===== src/rtl/lsu_pkg.sv =====
// Shared definitions for the load/store unit: funct3 codes, FSM state encoding,
// supported RAM read latency and the access legality check.
package lsu_pkg;

  localparam int RAM_LAT = 1;

  localparam logic [2:0] F3_B  = 3'b000;
  localparam logic [2:0] F3_H  = 3'b001;
  localparam logic [2:0] F3_W  = 3'b010;
  localparam logic [2:0] F3_BU = 3'b100;
  localparam logic [2:0] F3_HU = 3'b101;

  typedef enum logic [2:0] {
    ST_IDLE  = 3'd0,
    ST_RD    = 3'd1,
    ST_RWAIT = 3'd2,
    ST_WR    = 3'd3,
    ST_ERR   = 3'd4,
    ST_DONE  = 3'd5
  } lsu_state_e;

  // Unsigned variants exist only for loads; alignment follows access width.
  function automatic logic access_legal(input logic       we,
                                        input logic [2:0] funct3,
                                        input logic [1:0] addr_lo);
    logic ok;
    ok = 1'b0;
    case (funct3)
      F3_B:    ok = 1'b1;
      F3_BU:   ok = !we;
      F3_H:    ok = !addr_lo[0];
      F3_HU:   ok = !we && !addr_lo[0];
      F3_W:    ok = (addr_lo == 2'b00);
      default: ok = 1'b0;
    endcase
    return ok;
  endfunction

  function automatic logic is_word_store(input logic we, input logic [2:0] funct3);
    return we && (funct3 == F3_W);
  endfunction

endpackage


===== src/rtl/lsu_lane_align.sv =====
// Combinational byte-lane steering: load extraction with sign/zero extension
// and sub-word store merge into an existing RAM word (little-endian lanes).
module lsu_lane_align
  import lsu_pkg::*;
(
  input  logic [31:0] rd_word_i,
  input  logic [31:0] old_word_i,
  input  logic [31:0] wdata_i,
  input  logic [1:0]  addr_lo_i,
  input  logic [2:0]  funct3_i,
  output logic [31:0] ld_data_o,
  output logic [31:0] st_word_o
);

  logic [7:0]  ld_byte;
  logic [15:0] ld_half;

  always_comb begin
    ld_byte = rd_word_i[7:0];
    case (addr_lo_i)
      2'd0:    ld_byte = rd_word_i[7:0];
      2'd1:    ld_byte = rd_word_i[15:8];
      2'd2:    ld_byte = rd_word_i[23:16];
      default: ld_byte = rd_word_i[31:24];
    endcase
    ld_half = addr_lo_i[1] ? rd_word_i[31:16] : rd_word_i[15:0];
  end

  always_comb begin
    ld_data_o = rd_word_i;
    case (funct3_i)
      F3_B:    ld_data_o = {{24{ld_byte[7]}}, ld_byte};
      F3_BU:   ld_data_o = {24'h0, ld_byte};
      F3_H:    ld_data_o = {{16{ld_half[15]}}, ld_half};
      F3_HU:   ld_data_o = {16'h0, ld_half};
      default: ld_data_o = rd_word_i;
    endcase
  end

  // Each lane decides independently whether the store covers it; uncovered
  // lanes keep the bytes returned by the read half of the RMW.
  for (genvar gi = 0; gi < 4; gi++) begin : g_lane
    logic       hit;
    logic [7:0] src;

    always_comb begin
      hit = 1'b1;
      src = wdata_i[8*gi +: 8];
      case (funct3_i[1:0])
        2'b00: begin
          hit = (addr_lo_i == 2'(gi));
          src = wdata_i[7:0];
        end
        2'b01: begin
          hit = (addr_lo_i[1] == 1'(gi / 2));
          src = wdata_i[8*(gi % 2) +: 8];
        end
        default: begin
          hit = 1'b1;
          src = wdata_i[8*gi +: 8];
        end
      endcase
    end

    assign st_word_o[8*gi +: 8] = hit ? src : old_word_i[8*gi +: 8];
  end

endmodule


===== src/rtl/lsu_ram_port.sv =====
// RV32I load/store port onto a word-write RAM with 1-cycle registered read.
// Sub-word stores are read-modify-write; busy/done lets the core stall its PC.
module lsu_ram_port
  import lsu_pkg::*;
#(
  parameter int ADDR_W  = 8,
  parameter int RAM_LAT = 1
) (
  input  logic              clk_i,
  input  logic              rst_ni,
  input  logic              req_i,
  input  logic              we_i,
  input  logic [2:0]        funct3_i,
  input  logic [ADDR_W-1:0] addr_i,
  input  logic [31:0]       wdata_i,
  output logic              busy_o,
  output logic              done_o,
  output logic              err_o,
  output logic [31:0]       rdata_o,
  output logic [ADDR_W-3:0] ram_addr_o,
  output logic [31:0]       ram_wdata_o,
  output logic              ram_rden_o,
  output logic              ram_wren_o,
  input  logic [31:0]       ram_q_i
);

  // Any latency other than one cycle cannot be sequenced here, so every
  // access is reported as an error rather than returning wrong data.
  localparam logic LAT_OK = (RAM_LAT == 1);

  lsu_state_e        state_q, state_d;
  logic [ADDR_W-1:0] addr_q, addr_d;
  logic [2:0]        funct3_q, funct3_d;
  logic              we_q, we_d;
  logic [31:0]       wdata_q, wdata_d;
  logic [31:0]       rdata_q, rdata_d;

  logic [31:0]       ld_data;
  logic [31:0]       st_word;
  logic              legal_in;

  assign legal_in = LAT_OK && access_legal(we_i, funct3_i, addr_i[1:0]);

  lsu_lane_align u_align (
    .rd_word_i  (ram_q_i),
    .old_word_i (ram_q_i),
    .wdata_i    (wdata_q),
    .addr_lo_i  (addr_q[1:0]),
    .funct3_i   (funct3_q),
    .ld_data_o  (ld_data),
    .st_word_o  (st_word)
  );

  always_ff @(posedge clk_i or negedge rst_ni) begin
    if (!rst_ni) begin
      state_q  <= ST_IDLE;
      addr_q   <= '0;
      funct3_q <= '0;
      we_q     <= 1'b0;
      wdata_q  <= '0;
      rdata_q  <= '0;
    end else begin
      state_q  <= state_d;
      addr_q   <= addr_d;
      funct3_q <= funct3_d;
      we_q     <= we_d;
      wdata_q  <= wdata_d;
      rdata_q  <= rdata_d;
    end
  end

  always_comb begin
    state_d  = state_q;
    addr_d   = addr_q;
    funct3_d = funct3_q;
    we_d     = we_q;
    wdata_d  = wdata_q;
    rdata_d  = rdata_q;

    case (state_q)
      ST_IDLE: begin
        if (req_i) begin
          addr_d   = addr_i;
          funct3_d = funct3_i;
          we_d     = we_i;
          wdata_d  = wdata_i;
          if (!legal_in) begin
            state_d = ST_ERR;
          end else if (is_word_store(we_i, funct3_i)) begin
            state_d = ST_WR;
          end else begin
            state_d = ST_RD;
          end
        end
      end
      ST_RD: state_d = ST_RWAIT;
      ST_RWAIT: begin
        // wdata_q doubles as the RAM write register, so the merged word
        // replaces the raw store data before the write cycle.
        if (we_q) begin
          wdata_d = st_word;
          state_d = ST_WR;
        end else begin
          rdata_d = ld_data;
          state_d = ST_DONE;
        end
      end
      ST_WR:   state_d = ST_DONE;
      ST_ERR:  state_d = ST_IDLE;
      ST_DONE: state_d = ST_IDLE;
      default: state_d = ST_IDLE;
    endcase
  end

  assign busy_o      = (state_q != ST_IDLE);
  assign done_o      = (state_q == ST_DONE) || (state_q == ST_ERR);
  assign err_o       = (state_q == ST_ERR);
  assign rdata_o     = rdata_q;
  assign ram_addr_o  = addr_q[ADDR_W-1:2];
  assign ram_wdata_o = wdata_q;
  assign ram_rden_o  = (state_q == ST_RD);
  assign ram_wren_o  = (state_q == ST_WR);

endmodule


===== config.mk =====
export PLATFORM = sky130hd
export DESIGN_NAME = lsu_ram_port
export DESIGN_NICKNAME = d
export VERILOG_FILES = /design/src/rtl/lsu_pkg.sv /design/src/rtl/lsu_lane_align.sv /design/src/rtl/lsu_ram_port.sv
export SDC_FILE = /design/constraint.sdc
export NUM_CORES = 1
export LEC_CHECK = 0
export BUFFER_PORTS_ARGS = -buffer_cell sky130_fd_sc_hd__buf_2
export CORE_ASPECT_RATIO = 0.9
export CORE_MARGIN = 5
export CORE_UTILIZATION = 50
export DETAILED_ROUTE_END_ITERATION = 8
export GPL_ROUTABILITY_DRIVEN = 0
export MAX_ROUTING_LAYER = met4
export PLACE_DENSITY = 0.8
export SLEW_MARGIN = 20
export SYNTH_ARGS = -nofsm -noshare
export SYNTH_HDL_FRONTEND = slang
export SYNTH_SLANG_ARGS = --single-unit

===== constraint.sdc =====
create_clock -name clk_i -period 2.13 [get_ports clk_i]
set_input_delay 0.1065 -clock clk_i [delete_from_list [all_inputs] [get_ports clk_i]]
set_output_delay 0.1065 -clock clk_i [all_outputs]
set_load 0.02 [all_outputs]

Word level (Yosys, flattened, before mapping) --
Index checks and enable logic that the tools add are counted.
Cells by class: eq/ne operators 22, multiplexer cells 23, bitwise logic cells 2, reduce and logical (&&, ||, !) cells 20
Operators by type and width (number):
- $pmux W32 S4 | 1
- $mux W32 | 2
- $pmux W32 S2 | 1
- $mux W8 | 6
- $pmux W8 S3 | 1
- $eq A3 B3 Y1 const B | 6
- $mux W16 | 1
- $pmux W8 S2 | 1
- $reduce_and A4 Y1 | 4
- $pmux W3 S4 | 1
- $eq A3 B1 Y1 const B | 3
- $eq A3 B2 Y1 const B | 3
- $logic_not A3 Y1 | 3
- $mux W3 | 3
- $pmux W1 S2 | 4
- $logic_not A2 Y1 | 3
- $ne A2 B2 Y1 const B | 3
- $ne A3 B3 Y1 const B | 2
- $pmux W1 S5 | 1
- $eq A2 B1 Y1 const B | 2
- $eq A2 B2 Y1 const B | 2
- $ne A4 B4 Y1 const B | 1
- $reduce_and A2 Y1 | 2
- $reduce_bool A3 Y1 | 1
- 7 further kinds | 10
Storage, ports and cells: bits in registers 79, bits of input ports 79, output and inout port bits 75, word-level logic and storage cells 76

Logic depth before layout (Yosys ltp) --
Gate-level depths: netlist (run 1).
word-level depth 6, depth in mapped cells 8, gate-level depth less buffers 4

By module --
A second synthesis (run 1) with hierarchy kept.
Unflattened totals: cells, all modules 437, area total of the unflattened synthesis 5147.4 µm²
By module, submodules not included:
- lsu_ram_port | instances 1, cells each 231, area each 3503.4 µm², sequential area each 1976.9 µm²
- lsu_lane_align | instances 1, cells each 206, area each 1644.1 µm², sequential area each 0.0 µm²

Least setup slack after synthesis (run 1) --
OpenSTA, ideal clock, no wires.
path kind flip-flop to flip-flop, from reg state_q[2], to reg rdata_q[22], in the netlist rdata_o[22], setup time 0.067 ns, arrival 1.589 ns, data required time 2.063 ns, setup slack 0.474 ns, stages on the path, launching flop included 7, path buffers 2, period minus slack after synthesis 1.656 ns, cell sequence dfrtp_1 buf_4 nor4b_4 nand2b_1 a211o_1 buf_6 nand3_2
Between the ends: word-level cells in the longest chain between the ends 2
RTL lines:
- start: declaration | line lsu_ram_port.sv:31 | lsu_state_e state_q, state_d;
- start signal: assignment | line lsu_ram_port.sv:63 | state_q <= state_d;
- $eq A3 B2 Y1 | line lsu_ram_port.sv:80 | case (state_q)
- $reduce_and A2 Y1 (no line)
- end signal: assignment | line lsu_ram_port.sv:68 | rdata_q <= rdata_d;
- end: declaration | line lsu_ram_port.sv:36 | logic [31:0] rdata_q, rdata_d;
No other way between the ends. A chain may end at the register's enable or synchronous reset.

Final worst setup path (run 1) --
from reg funct3_q[0], to reg rdata_q[20], in the netlist rdata_o[20]
Between the ends: word-level cells in the longest chain between the ends 2, elaborated cells between the ends (all ways) 5, classes of those cells eq/ne: 3; mux: 1; reduce/logical: 1
RTL lines:
- start: declaration | line lsu_ram_port.sv:33 | logic [2:0] funct3_q, funct3_d;
- start signal: assignment | line lsu_ram_port.sv:65 | funct3_q <= funct3_d;
- $eq A3 B3 Y1 (tied with other cells) | line lsu_lane_align.sv:31 | case (funct3_i)
- $pmux W32 S4 (*) | line lsu_lane_align.sv:31
Every way passes the cells marked *; elsewhere a longest branch is shown, timed or not.

==> results.py, run 1 <==
metrics = {
    "run_status": {
        "outcome": "finished, final reports clean",
    },
    "route": {
        "via_count": 4383,
        "viasPerCell": 5.996,
        "ant_nets": 0,
        "drt_wl_total_mm": 14.87,
        "wl_per_cell_microns": 20.34,
        "drtPass1Iterations": 6,
        "drt_iter0_drc": 365,
        "drc": 0,
    },
    "setup_path": {
        "path_depth": 4,
        "worstPathCellList": "or3_1 > o32a_1 > a211o_1 > nand3_1",
        "cp_slowest_cell": "dfrtp_1",
        "reg2reg_depth": 4,
        "arrival_ns": 2.27,
        "critPathBufInv": 0,
        "r2r_slack_ns": 0.14,
        "end_kind": "register",
        "critPathCapture": "rdata_o[20]$_DFFE_PN0P_",
        "crit_path_max_fanout": 17,
        "critPathLaunchType": "register",
        "crit_start": "funct3_q[0]$_DFFE_PN0P_",
        "crit_type": "reg -> reg",
        "cp_data_required_time_ns": 2.41,
        "cp_top_family": "compound AO/OA/AOI/OAI gates",
        "regToRegEndpoint": "rdata_o[20]$_DFFE_PN0P_",
        "slowest_delay_ns": 0.55,
        "r2r_start": "funct3_q[0]$_DFFE_PN0P_",
    },
    "placement": {
        "hpwl_mm": 10.81,
        "io_buffers": 153,
        "placed_cell_area_sq_um": 5271,
    },
    "grt": {
        "grt_usage_pct": 28.29,
        "grt_pass1_vias": 4432,
        "grt_start_max_net_pins": 52,
        "overflow": 0,
        "antenna_found_initial": 0,
        "grt_pass1_wl_mm": 23.21,
    },
    "synthesis": {
        "synth_edf_count": 0,
        "synthesis.area_sq_um": 4454,
        "synth.area.top_cells": "dfrtp_1, mux2_2, nand3_1",
        "synthCells": 454,
        "synth_async_sr_flop_share_pct": 100.0,
        "synth.distinct_cells": 47,
        "ys_seq_elements": 79,
        "synth_top_area_share_pct": 44.38,
        "yosysSeqAreaShare_pct": 44.38,
        "avgSynthCellArea_sq_um": 9.811,
        "synth-main-ff-cell": "dfrtp_1",
        "syn_nets": 533,
        "yosys.area.top_type": "dfrtp_1",
        "yosysWarnings": 0,
    },
    "finish": {
        "layout.nets": 687,
        "final_common_cell": "buf_2",
        "fillers": 709,
        "seq_area_sq_um": 1977,
        "antennaDiodeCount": 0,
        "drive_gt1_share_pct": 40.52,
        "multi_input_area_sq_um": 2243,
        "layout_common_cells": "buf_2, dfrtp_1, nand3_1, mux2_2, nand2_1",
        "area_delta_synth_final_pct": 27.61,
        "fin_area_sq_um": 5684,
    },
    "floorplanning": {
        "die_h_microns": 99.54,
        "fp.dieW_microns": 109.5,
        "die_area_sq_um": 10900,
        "initial_core_util_pct": 51.50,
        "coreArea_sq_um": 8648,
        "rows": 32,
        "ioPinCount": 154,
    },
    "clocking": {
        "cts-root-buf": "clkbuf_8",
        "htreeDepth": 3,
        "cts_tree": "done",
        "cts_buffers": 9,
        "cts_sinks": 79,
        "clockBufferDepth": 2,
        "clock_latency_ns": 0.36,
        "post_cts_buffers": 0,
        "clk_pin_slew_ns": 0.08,
    },
    "power_and_ir_drop": {
        "power.leakage_nw": 2.695,
        "irDropWorstVdd_uv": 861.5,
        "p_total_w": 0.009058,
        "pwr_density_cell_nw_per_um2": 1594,
    },
    "timing": {
        "worst_pin_slew_ns": 0.6980,
        "drv_slew": 0,
        "fmax_mhz": 503.1,
        "max_slew_margin_pct": 53.46,
        "setup_violations": 0,
        "hold_viol_final": 0,
        "fin_crit_ns": 1.988,
        "skew_ns": 0.01313,
        "rsz0062_at_grt": "false",
        "min_period_over_period_pct": 93.31,
        "final.setup.tns_ns": 0,
    },
    "worst_hold_path": {
        "worstHoldPathCells": 3,
        "hold_class": "in -> reg",
    },
    "job": {
        "maxCapViolCount": 0,
    },
}
cells in the mapped netlist (2+ instances only):
| cell type | count |
|---|---|
| and3_1 | 2 |
| buf_4 | 8 |
| a21oi_1 | 20 |
| nor2b_1 | 4 |
| o21ai_0 | 22 |
| mux2i_1 | 18 |
| clkbuf_1 | 17 |
| nor3_1 | 2 |
| or3_1 | 3 |
| nand2b_1 | 7 |
| o21ai_1 | 2 |
| nor2_1 | 21 |
| a211oi_1 | 8 |
| nand3_1 | 48 |
| a31o_2 | 3 |
| dfrtp_1 | 79 |
| nand2_1 | 46 |
| buf_1 | 2 |
| a222oi_1 | 4 |
| o211ai_1 | 16 |
| inv_1 | 5 |
| buf_2 | 16 |
| nor3b_1 | 9 |
| o31ai_1 | 8 |
| a31oi_1 | 2 |
| mux2_2 | 45 |
| nand3b_1 | 8 |
| nand3_2 | 10 |
layer usage:
metal | vias up | global-route usage (%) | wire (microns)
met1 | 2104 | 38.34 | 6204
met4 | 0 | 9.204 | 378
met2 | 276 | 42.66 | 6694
met3 | 43 | 5.646 | 1595
met5 | - | - | 0
li1 | 1960 | - | -
worst min-delay path by stage:
stage,start,to,slack [ns]
2_1_floorplan,rst_ni,addr_q[0]$_DFFE_PN0P_,-0.19
3_3_place_gp,rst_ni,ram_wdata_o[28]$_DFFE_PN0P_,0.18
3_5_place_dp,rst_ni,ram_wdata_o[27]$_DFFE_PN0P_,0.19
4_1_cts,addr_i[1],addr_q[1]$_DFFE_PN0P_,0.003
5_1_grt,addr_i[1],addr_q[1]$_DFFE_PN0P_,0.006
6_report,wdata_i[18],ram_wdata_o[18]$_DFFE_PN0P_,0.01
area by class of cell:
type,instances,share of cell area [%]
Timing Repair Buffer,187,19.11
Sequential cell,79,34.78
Clock buffer,9,2.179
Multi-Input combinational cell,326,39.47
Clock inverter,6,1.519
Tap cell,119,2.619
Inverter,5,0.3302
state kept, by name, indices dropped and copies added, names as in the netlist:
name,flops
addr_q,8
state_q,3
we_q,1
funct3_q,3
ram_wdata_o,32
rdata_o,32
power breakdown:
part | internal (W) | switching, W
Clock | 0.000651 | 0.000564
Sequential | 0.00222 | 0.000699
Combinational | 0.00197 | 0.00295
Total | 0.00485 | 0.00421
through the flow:
step                      cells  util, %  hold WS, ns  setup slack (ns)
final                       731    65.73      0.01185            0.1424
after global routing        731    65.73     0.005903           0.04967
after CTS                   731    65.70     0.003098            0.1492
after detailed placement    696    60.95       0.1851            0.1480
after global placement      696    60.95       0.1760            0.2039
after floorplan             454        -      -0.1891            0.4738
worst register-to-register path, delay by kind of cell (launching register included):
| family | cells | cell delay (ns) |
|---|---|---|
| compound gates | 2 | 0.76 |
| flops | 1 | 0.55 |
| simple gates | 2 | 0.61 |
cells by family after synthesis:
family | count (synthesis) | share of synthesized area (%)
AOI/OAI and AO/OA | 96 | 14.55
buffers and inverters | 49 | 5.422
DFF | 79 | 44.38
muxes | 63 | 15.42
and+or+nand+nor | 167 | 20.23
repair_timing:
item,CTS,global route
endpoints found under the setup margin,0,4
resized for setup,0,1
hold buffers,20,0
endpoints found under the hold margin,69,0
No activity file was read; power rests on OpenSTA's default activity.
==> inputs of run 2 (changes only) <==
==> constraint.sdc (replaced) <==
create_clock -name clk_i -period 1.9 [get_ports clk_i]
set_input_delay 0.095 -clock clk_i [delete_from_list [all_inputs] [get_ports clk_i]]
set_output_delay 0.095 -clock clk_i [all_outputs]
set_load 0.02 [all_outputs]
==> run 2 against run 1 <==
  * First-iteration DRC count increased by 21%
  * Clock skew fell by 0.0022 ns
  * Final cell count grew 0.14%
  * Non-clock buffer count up 1
  * Combinational power grew 16%
  * Fmax is 11% higher
  * Hold slack improved by 0.0014 ns
  * Die area is the same
  * Setup slack worse by 0.032 ns
  * Sequential power rose by 10%
  * Count of clock-buffer cells in the layout increased by 2
  * Via count did not move
==> results.py, run 2 (synthesis gave the netlist of run 1 again) <==
metrics = {
    "placement": {
        "post-place-ws_ns": 0.1345,
        "hpwl_mm": 10.94,
        "io_buffers": 153,
        "placed_cell_area_sq_um": 5336,
    },
    "finish": {
        "multi_input_area_sq_um": 2243,
        "final_common_cell": "buf_2",
        "fin_area_sq_um": 5707,
        "seq_area_sq_um": 1978,
        "antennaDiodeCount": 0,
        "area_delta_synth_final_pct": 28.12,
        "drive_gt1_share_pct": 41.44,
        "fillers": 716,
        "layout_common_cells": "buf_2, dfrtp_1, nand3_1, mux2_2, nand2_1",
        "layout.nets": 688,
    },
    "setup_path": {
        "crit_path_max_fanout": 18,
        "cp_data_required_time_ns": 2.13,
        "crit_start": "state_q[2]$_DFFE_PN0N_",
        "crit_type": "reg -> reg",
        "critPathLaunchType": "register",
        "end_kind": "register",
        "arrival_ns": 2.02,
        "r2r_start": "state_q[2]$_DFFE_PN0N_",
    },
    "power_and_ir_drop": {
        "power.share.combinational_pct": 54.9,
        "irDropWorstVdd_uv": 909.6,
        "p_int_w": 0.005663,
        "p_clk_share_pct": 14.2,
        "power.leakage_nw": 2.713,
        "switching_share_pct": 45.53,
        "p_switching_w": 0.004733,
        "pwr_density_cell_nw_per_um2": 1822,
        "p_seq_share_pct": 30.9,
    },
    "run_status": {
        "outcome": "finished, final reports clean",
    },
    "job": {
        "maxCapViolCount": 0,
    },
    "clocking": {
        "post_cts_buffers": 0,
        "clockBufferDepth": 2,
        "cts_tree": "done",
        "htreeDepth": 3,
        "cts_buffers": 9,
        "cts_sinks": 79,
        "clk_pin_slew_ns": 0.08,
        "cts-root-buf": "clkbuf_8",
        "clock_latency_ns": 0.35,
    },
    "route": {
        "drt_wl_total_mm": 14.92,
        "drtPass1Iterations": 6,
        "via_count": 4383,
        "ant_nets": 0,
        "drt_iter0_drc": 441,
        "wl_per_cell_microns": 20.38,
        "drc": 0,
        "viasPerCell": 5.988,
    },
    "floorplanning": {
        "rows": 32,
        "coreArea_sq_um": 8648,
        "die_area_sq_um": 10900,
        "fp.dieW_microns": 109.5,
        "initial_core_util_pct": 51.50,
        "die_h_microns": 99.54,
        "ioPinCount": 154,
    },
    "timing": {
        "fmax_mhz": 558.9,
        "rsz0062_at_grt": "false",
        "max_slew_margin_pct": 62.89,
        "hold_viol_final": 0,
        "finalWorstSetupSlack_ns": 0.1107,
        "fin_crit_ns": 1.789,
        "worst_pin_slew_ns": 0.5566,
        "skew_ns": 0.01095,
        "drv_slew": 0,
        "setup_violations": 0,
        "final.setup.tns_ns": 0,
        "min_period_over_period_pct": 94.17,
    },
    "grt": {
        "grt_pass1_vias": 4396,
        "antenna_found_initial": 0,
        "grt_pass1_wl_mm": 22.63,
        "grt_start_max_net_pins": 45,
        "overflow": 0,
        "grt_usage_pct": 27.69,
    },
    "worst_hold_path": {
        "hold_class": "in -> reg",
        "min_from": "wdata_i[31]",
    },
}
==> run 2: cell count changes in the layout (fill, tap and decap cells not counted) <==
| cell | delta |
|---|---|
| buf_12 | +1 |
| buf_4 | +6 |
| bufinv_16 | +1 |
| clkbuf_1 | +2 |
| clkinv_2 | -1 |
| clkinv_4 | -1 |
| clkinvlp_4 | -1 |
| dfrtp_1 | -1 |
| dfrtp_2 | +1 |
| dlygate4sd3_1 | -6 |
==> run 2: path summary, 6_finish.rpt <==
kind / cells after the start / to / slack [ns]
max: 4 / ram_wdata_o[6]$_DFFE_PN0P_ / 0.11
max reg2reg: 4 / ram_wdata_o[6]$_DFFE_PN0P_ / 0.11
min in group asynchronous: 2 / state_q[0]$_DFFE_PN0N_ / 0.28
min reg2reg: 2 / rdata_o[29]$_DFFE_PN0P_ / 0.49
max in group asynchronous: 3 / ram_wdata_o[18]$_DFFE_PN0P_ / 0.98
min: 3 / ram_wdata_o[31]$_DFFE_PN0P_ / 0.01
==> run 2: per-layer routing <==
metal  vias to the layer above  GRT usage (%)  part of all wire, %
met1                      2093          35.33                   39
met3                        51          7.333                   12
met4                         0          9.875                  2.9
met2                       292          42.52                   46
li1                       1947              -                    -
met5                         -              -                    0
==> run 2: worst max-delay path, stage by stage (launching register included) <==
cell     delay (ns)
dfrtp_1        0.53
nor3b_2        0.31
buf_12         0.19
mux2_2         0.35
mux2_2         0.28
==> run 2: repair_timing <==
item | in CTS | in global routing
hold buffers | 14 | 0
hold endpoints to repair | 52 | 0
setup endpoints to repair | 0 | 9
resized for setup | 0 | 2
==> run 2: layout make-up <==
cell class | count | share of cell area, %
multi-input cells | 326 | 39.31
clock inverters | 4 | 1.666
repair buffers | 188 | 19.12
clock buffers | 11 | 2.302
well taps | 119 | 2.609
flip-flops and latches | 79 | 34.66
inverters | 5 | 0.3289
==> run 2: power groups by stage <==
stage	Sequential [W]	Combinational, W	Clock [W]
finish	0.00322	0.00571	0.00147
global route	0.00333	0.00613	0.00156
CTS	0.00320	0.00568	0.00148
detailed placement	0.00322	0.00561	0
global placement	0.00318	0.00546	0
floorplan	0.00375	0.00332	0
==> run 2: through the flow <==
stage               power [W]  hold slack [ns]  utilization (%)  cells
finish                0.01040          0.01320            65.99    732
global route          0.01102         0.003724            65.99    732
CTS                   0.01036         0.001960            65.94    732
detailed placement   0.008830           0.1262            61.70    703
global placement     0.008645           0.1142            61.70    703
floorplan            0.007068          -0.2006                -    454
